**config.mk**
```make
export PLATFORM = sky130hd
export DESIGN_NAME = show_sw_scan
export DESIGN_NICKNAME = d
export VERILOG_FILES = /design/src/rtl/show_sw_scan.sv
export SDC_FILE = /design/constraint.sdc
export NUM_CORES = 1
export LEC_CHECK = 0
export BUFFER_PORTS_ARGS = -buffer_cell sky130_fd_sc_hd__buf_2
export CORE_MARGIN = 10
export CORE_UTILIZATION = 58
export DETAILED_ROUTE_END_ITERATION = 10
export GPL_ROUTABILITY_DRIVEN = 0
export PLACE_DENSITY = 0.81
export SYNTH_ARGS = -nofsm -noshare
export SYNTH_HDL_FRONTEND = slang
export SYNTH_SLANG_ARGS = --single-unit
```
**constraint.sdc**
```tcl
create_clock -name clock -period 2.63 [get_ports clock]
set_input_delay 0 -clock clock [delete_from_list [all_inputs] [get_ports clock]]
set_output_delay 0 -clock clock [all_outputs]
set_load 0.01 [all_outputs]
```
**src/rtl/show_sw_scan.sv**
```systemverilog
// Multi-channel switch viewer: per-channel synchronise + debounce of active-low
// switch nibbles, committed values on a scanned 7-seg display, history on LEDs.
module show_sw_scan #(
  parameter int CHANNELS        = 4,
  parameter int DEBOUNCE_CYCLES = 16,
  parameter int SCAN_CYCLES     = 1000
) (
  input  logic                  clock,
  input  logic                  reset_,
  input  logic [4*CHANNELS-1:0] switch_,
  output logic [CHANNELS-1:0]   num_selector_,
  output logic [6:0]            num_output,
  output logic [4*CHANNELS-1:0] led,
  output logic [CHANNELS-1:0]   changed
);

  localparam int CntW  = $clog2(DEBOUNCE_CYCLES);
  localparam int ScanW = (SCAN_CYCLES > 1) ? $clog2(SCAN_CYCLES) : 1;
  localparam int DigW  = (CHANNELS > 1) ? $clog2(CHANNELS) : 1;

  localparam logic [CntW-1:0]  CntMax  = CntW'(DEBOUNCE_CYCLES - 1);
  localparam logic [ScanW-1:0] ScanMax = ScanW'(SCAN_CYCLES - 1);
  localparam logic [DigW-1:0]  DigMax  = DigW'(CHANNELS - 1);

  logic [CHANNELS-1:0][3:0]      s1_q, s1_d, s2_q, s2_d;
  logic [CHANNELS-1:0][3:0]      cand_q, cand_d, cur_q, cur_d, prev_q, prev_d;
  logic [CHANNELS-1:0][CntW-1:0] cnt_q, cnt_d;
  logic [CHANNELS-1:0]           changed_q, changed_d;
  logic [ScanW-1:0]              scan_q, scan_d;
  logic [DigW-1:0]               digit_q, digit_d;
  logic [CHANNELS-1:0]           sel_q, sel_d;
  logic [6:0]                    seg_q, seg_d;

  function automatic logic [6:0] seg(input logic [3:0] v);
    case (v)
      4'h0: seg = 7'h3F;
      4'h1: seg = 7'h06;
      4'h2: seg = 7'h5B;
      4'h3: seg = 7'h4F;
      4'h4: seg = 7'h66;
      4'h5: seg = 7'h6D;
      4'h6: seg = 7'h7D;
      4'h7: seg = 7'h07;
      4'h8: seg = 7'h7F;
      4'h9: seg = 7'h6F;
      4'hA: seg = 7'h77;
      4'hB: seg = 7'h7C;
      4'hC: seg = 7'h39;
      4'hD: seg = 7'h5E;
      4'hE: seg = 7'h79;
      default: seg = 7'h71;
    endcase
  endfunction

  // A new candidate restarts the window; a full window commits only a real change.
  always_comb begin
    s1_d      = s1_q;
    s2_d      = s2_q;
    cand_d    = cand_q;
    cnt_d     = cnt_q;
    cur_d     = cur_q;
    prev_d    = prev_q;
    changed_d = '0;
    for (int i = 0; i < CHANNELS; i++) begin
      s1_d[i] = ~switch_[4*i +: 4];
      s2_d[i] = s1_q[i];
      if (s2_q[i] != cand_q[i]) begin
        cand_d[i] = s2_q[i];
        cnt_d[i]  = '0;
      end else if (cnt_q[i] != CntMax) begin
        cnt_d[i] = cnt_q[i] + 1'b1;
      end else if (cand_q[i] != cur_q[i]) begin
        prev_d[i]    = cur_q[i];
        cur_d[i]     = cand_q[i];
        changed_d[i] = 1'b1;
      end
    end
  end

  // Display outputs are registered from the current digit so selector and segments move together.
  always_comb begin
    scan_d  = scan_q + 1'b1;
    digit_d = digit_q;
    if (scan_q == ScanMax) begin
      scan_d  = '0;
      digit_d = (digit_q == DigMax) ? '0 : digit_q + 1'b1;
    end
    sel_d = ~(CHANNELS'(1) << digit_q);
    seg_d = seg(cur_q[digit_q]);
  end

  always_ff @(posedge clock or negedge reset_) begin
    if (!reset_) begin
      s1_q      <= '0;
      s2_q      <= '0;
      cand_q    <= '0;
      cnt_q     <= '0;
      cur_q     <= '0;
      prev_q    <= '0;
      changed_q <= '0;
      scan_q    <= '0;
      digit_q   <= '0;
      sel_q     <= '1;
      seg_q     <= '0;
    end else begin
      s1_q      <= s1_d;
      s2_q      <= s2_d;
      cand_q    <= cand_d;
      cnt_q     <= cnt_d;
      cur_q     <= cur_d;
      prev_q    <= prev_d;
      changed_q <= changed_d;
      scan_q    <= scan_d;
      digit_q   <= digit_d;
      sel_q     <= sel_d;
      seg_q     <= seg_d;
    end
  end

  assign led           = prev_q;
  assign changed       = changed_q;
  assign num_selector_ = sel_q;
  assign num_output    = seg_q;

endmodule

```
==> implementation parameters <==
Parameter                              Value

Yosys
  Area of the mapped netlist    between 0.004 and 0.005 mm2
  Total nets after synthesis    a little over 400
  Flops & latches, synth    roughly 120
  Fraction of registers with async set/reset    1.000
  Post-Synthesis Mean Instance Area    ~13 um2
  Number of enable-type register cells in the synthesized netlist    0
  Synth unique cells    34
  Register area share after synthesis    0.6205
  Post-Syn Instances    approximately 380
  Commonest register cell after synthesis    dfrtp_1
  Count of synthesis-stage warnings from yosys    0

Pwr
  Cell leakage power    roughly 0.0029 uW
  Internal Pwr Total    about 3400 uW
  Register share of total power    0.461
  Clk pwr share    0.510
  Max VDD drop    around 0.00043 V
  Power density of the placed cells    approximately 700 mW/mm2
  Sw power    approximately 860 uW
  Power share of the combinational group    0.029
  Total power    4264 uW
  Net switching fraction of the power    0.2011

Global route
  Initial antenna violation count    0
  All-Layer GR Usage    0.1577
  Largest net degree at the start of global routing    67
  Via count of the first global-routing pass    approximately 3300
  First-pass GRT wire length    around 16 mm
  Sum of overflow across all layers after global routing    0

Worst setup path
  Startpoint class of the critical path    flip-flop
  Most frequent cell on the critical path    inv_1
  Critical path depth in cells    6
  Sequence of cells on the critical path    mux4_1 -> inv_1 -> ha_1 -> inv_1 -> mux4_2 -> inv_1
  Worst path required time    between 3 and 4 ns
  Critical-path cell with the highest stage delay    mux4_1
  Endpoint class of the critical path    flip-flop
  Length in cells of the worst reg-to-reg path    6
  CP max FO    8
  Max stage delay on crit path    between 0.7 and 0.8 ns
  Cell type group with the largest total delay on the critical path    multiplexers
  Combined buffer and inverter count along the critical path    3
  Critical path class    reg2reg
  Critical path arrival    approximately 2.7 ns

CTS
  Root Buffer    clkbuf_8
  Number of CTS-inserted buffers    17
  CTS tree    built
  Number of hold buffers added after cts    17
  Max Buffers Root-to-Sink    2
  H-tree depth    4
  Clock sink count    between 100 and 150
  Clock latency reported for the late side of the worst-skew pair    a little over 0.5 ns
  Clock edge transition at the registers on the reported setup and hold paths    approximately 0.060 ns
  # Post-CTS Setup Buffers    0
  Quantity of gates resized following cts    0

STA
  Crit path time final    between 2 and 2.5 ns
  Final Hold Violating Endpoints    0
  Maximum clock frequency    between 400 and 500 MHz
  Setup repair after global routing missed its margin    false
  Share of the clock period used by the worst path    0.8617
  Sum of negative setup slack    0 ns
  Minimum setup slack in the final design    ~0.36 ns
  Slew of the pin with the lowest slew margin    roughly 0.73 ns
  Worst rel slew slack    0.5133
  Count of pins over their slew limit    0
  Final setup fails    0
  Setup skew after layout    ~0.0065 ns

Die
  Area of the core    around 0.0083 mm2
  Effective utilization at floorplan    0.6017
  Row count    33
  Die boundary height    approximately 110 um
  Count of pins on the block boundary    slightly below 50
  Die footprint    ~0.013 mm2
  Die X    approximately 110 um

Final layout
  Final-layout fill cell count    between 500 and 600
  Diode count    0
  NumNets Final    478
  Commonest cells after routing, fill and taps aside    dfrtp_1, buf_2, mux2_2
  Final cell count without fillers    562
  Area growth syn-to-layout    21.08%
  Layout cells sized above 1    0.2735
  Leading cell type in the layout, fill and taps excluded    dfrtp_1
  Design Area, Final    0.006016 mm2

Placement
  Placed Instance Area    roughly 0.0053 mm2
  Detailed-placement wirelength estimate    between 5 and 6 mm
  Pre-CTS WS    approximately 0.43 ns
  Total instance count after detailed placement    513
  Port buffer count    48

Routing
  Final routed DRC violation total    0
  Iteration-0 DRC Markers    around 170
  Drt first pass iters    4
  Vias per std cell    5.354
  Total wire length after detailed routing    between 9 and 10 mm
  Detailed-route via count    approximately 3000
  Post-route ant nets    0
  Average wire length per cell after detail routing    between 15 and 20 um

Flow run
  Count of maximum capacitance violations    0

Hold path
  Kind of path behind the tightest hold check    in2async

Run status
  Result of the run    finished clean
## power by group through the flow
| stage | registers (uW) | clock network [uW] | logic (uW) |
|---|---|---|---|
| after floorplan | 1990 | 0 | 52.6 |
| after global placement | 2000 | 0 | 101 |
| after detailed placement | 2000 | 0 | 104 |
| after CTS | 1970 | 2210 | 127 |
| after global routing | 1970 | 2300 | 140 |
| final | 1970 | 2170 | 123 |
## state kept, by name, indices dropped and copies added, names as in the netlist
register	cells
num_output	7
changed	4
cnt_q	16
led	16
s1_q	16
num_selector_	4
cur_q	16
scan_q	10
cand_q	16
digit_q	2
s2_q	16
## metal layers
layer,wire [um],global-route usage
met5,0,0
met2,4920,0.2700
met1,3934,0.1768
met3,388,0.05378
met4,181,0.06176
## worst reg2reg max path, delay by kind of cell, from the launching register on
family | cells | cell delay [ns]
muxes | 2 | 1.17
adders and majority gates | 1 | 0.17
DFF | 1 | 0.53
buffers and inverters | 3 | 0.34
## metrics by stage
step           hold slack [ns]    util
6_report               0.09427  0.7285
5_1_grt                 0.1490  0.7285
4_1_cts                 0.1240  0.7285
3_5_place_dp           0.09929  0.6397
3_3_place_gp           0.08910  0.6397
2_1_floorplan          -0.2956       -
## cells by family after synthesis
logic type | after synthesis | share of synthesized area
XOR/XNOR | 41 | 0.07227
AO/OA/AOI/OAI | 19 | 0.02443
adder cells (fa/ha/maj) | 16 | 0.04029
flip-flops | 123 | 0.6205
multiplexers | 45 | 0.1136
AND/OR/NAND/NOR | 84 | 0.08865
buffers and inverters | 49 | 0.04029
## cells in the mapped netlist (2+ instances only)
| cell type | number | area (um2) |
|---|---|---|
| inv_1 | 30 | 112.6 |
| nor3_1 | 8 | 40.04 |
| xnor2_1 | 22 | 192.7 |
| o21ai_0 | 2 | 10.01 |
| nor3_2 | 4 | 40.04 |
| nor3b_1 | 4 | 30.03 |
| clkbuf_1 | 16 | 60.06 |
| and3_1 | 2 | 12.51 |
| or3_1 | 2 | 12.51 |
| dfrtp_1 | 119 | 2978 |
| a31oi_1 | 4 | 25.02 |
| nor4_1 | 5 | 31.28 |
| xor2_1 | 19 | 166.4 |
| buf_6 | 2 | 22.52 |
| nand4_1 | 6 | 37.54 |
| nand2_1 | 5 | 18.77 |
| ha_1 | 16 | 200.2 |
| mux2i_1 | 5 | 50.05 |
| mux4_2 | 3 | 67.56 |
| nand3_1 | 14 | 70.07 |
| a21oi_1 | 5 | 25.02 |
| o21bai_1 | 2 | 15.01 |
| mux2_2 | 35 | 394.1 |
| nor2b_1 | 3 | 18.77 |
| dfstp_2 | 4 | 105.1 |
| a22oi_1 | 4 | 30.03 |
| nor2_1 | 28 | 105.1 |
| mux4_1 | 2 | 52.55 |
## layout make-up
type | count | area, um2 | area share
clock buffer | 24 | 470.5 | 0.07820
clock inverter | 8 | 92.59 | 0.01539
inverter | 30 | 112.6 | 0.01872
multi-input combinational | 205 | 1685 | 0.2802
sequential | 123 | 3083 | 0.5125
tap | 105 | 131.4 | 0.02184
timing repair buffer | 67 | 440.4 | 0.07321
## final timing paths
kind	slack, ns	to	startpoint
hold reg to reg	0.35	s2_q[11]	s1_q[11]
max in group asynchronous	1.71	num_selector_[0]	reset_
min in group clock	0.16	s1_q[6]	switch_[6]
setup reg to reg	0.36	num_output[3]	digit_q[0]
setup / recovery	0.36	num_output[3]	digit_q[0]
hold / removal	0.09	num_output[0]	reset_
Power figures use the tool's default switching activity.
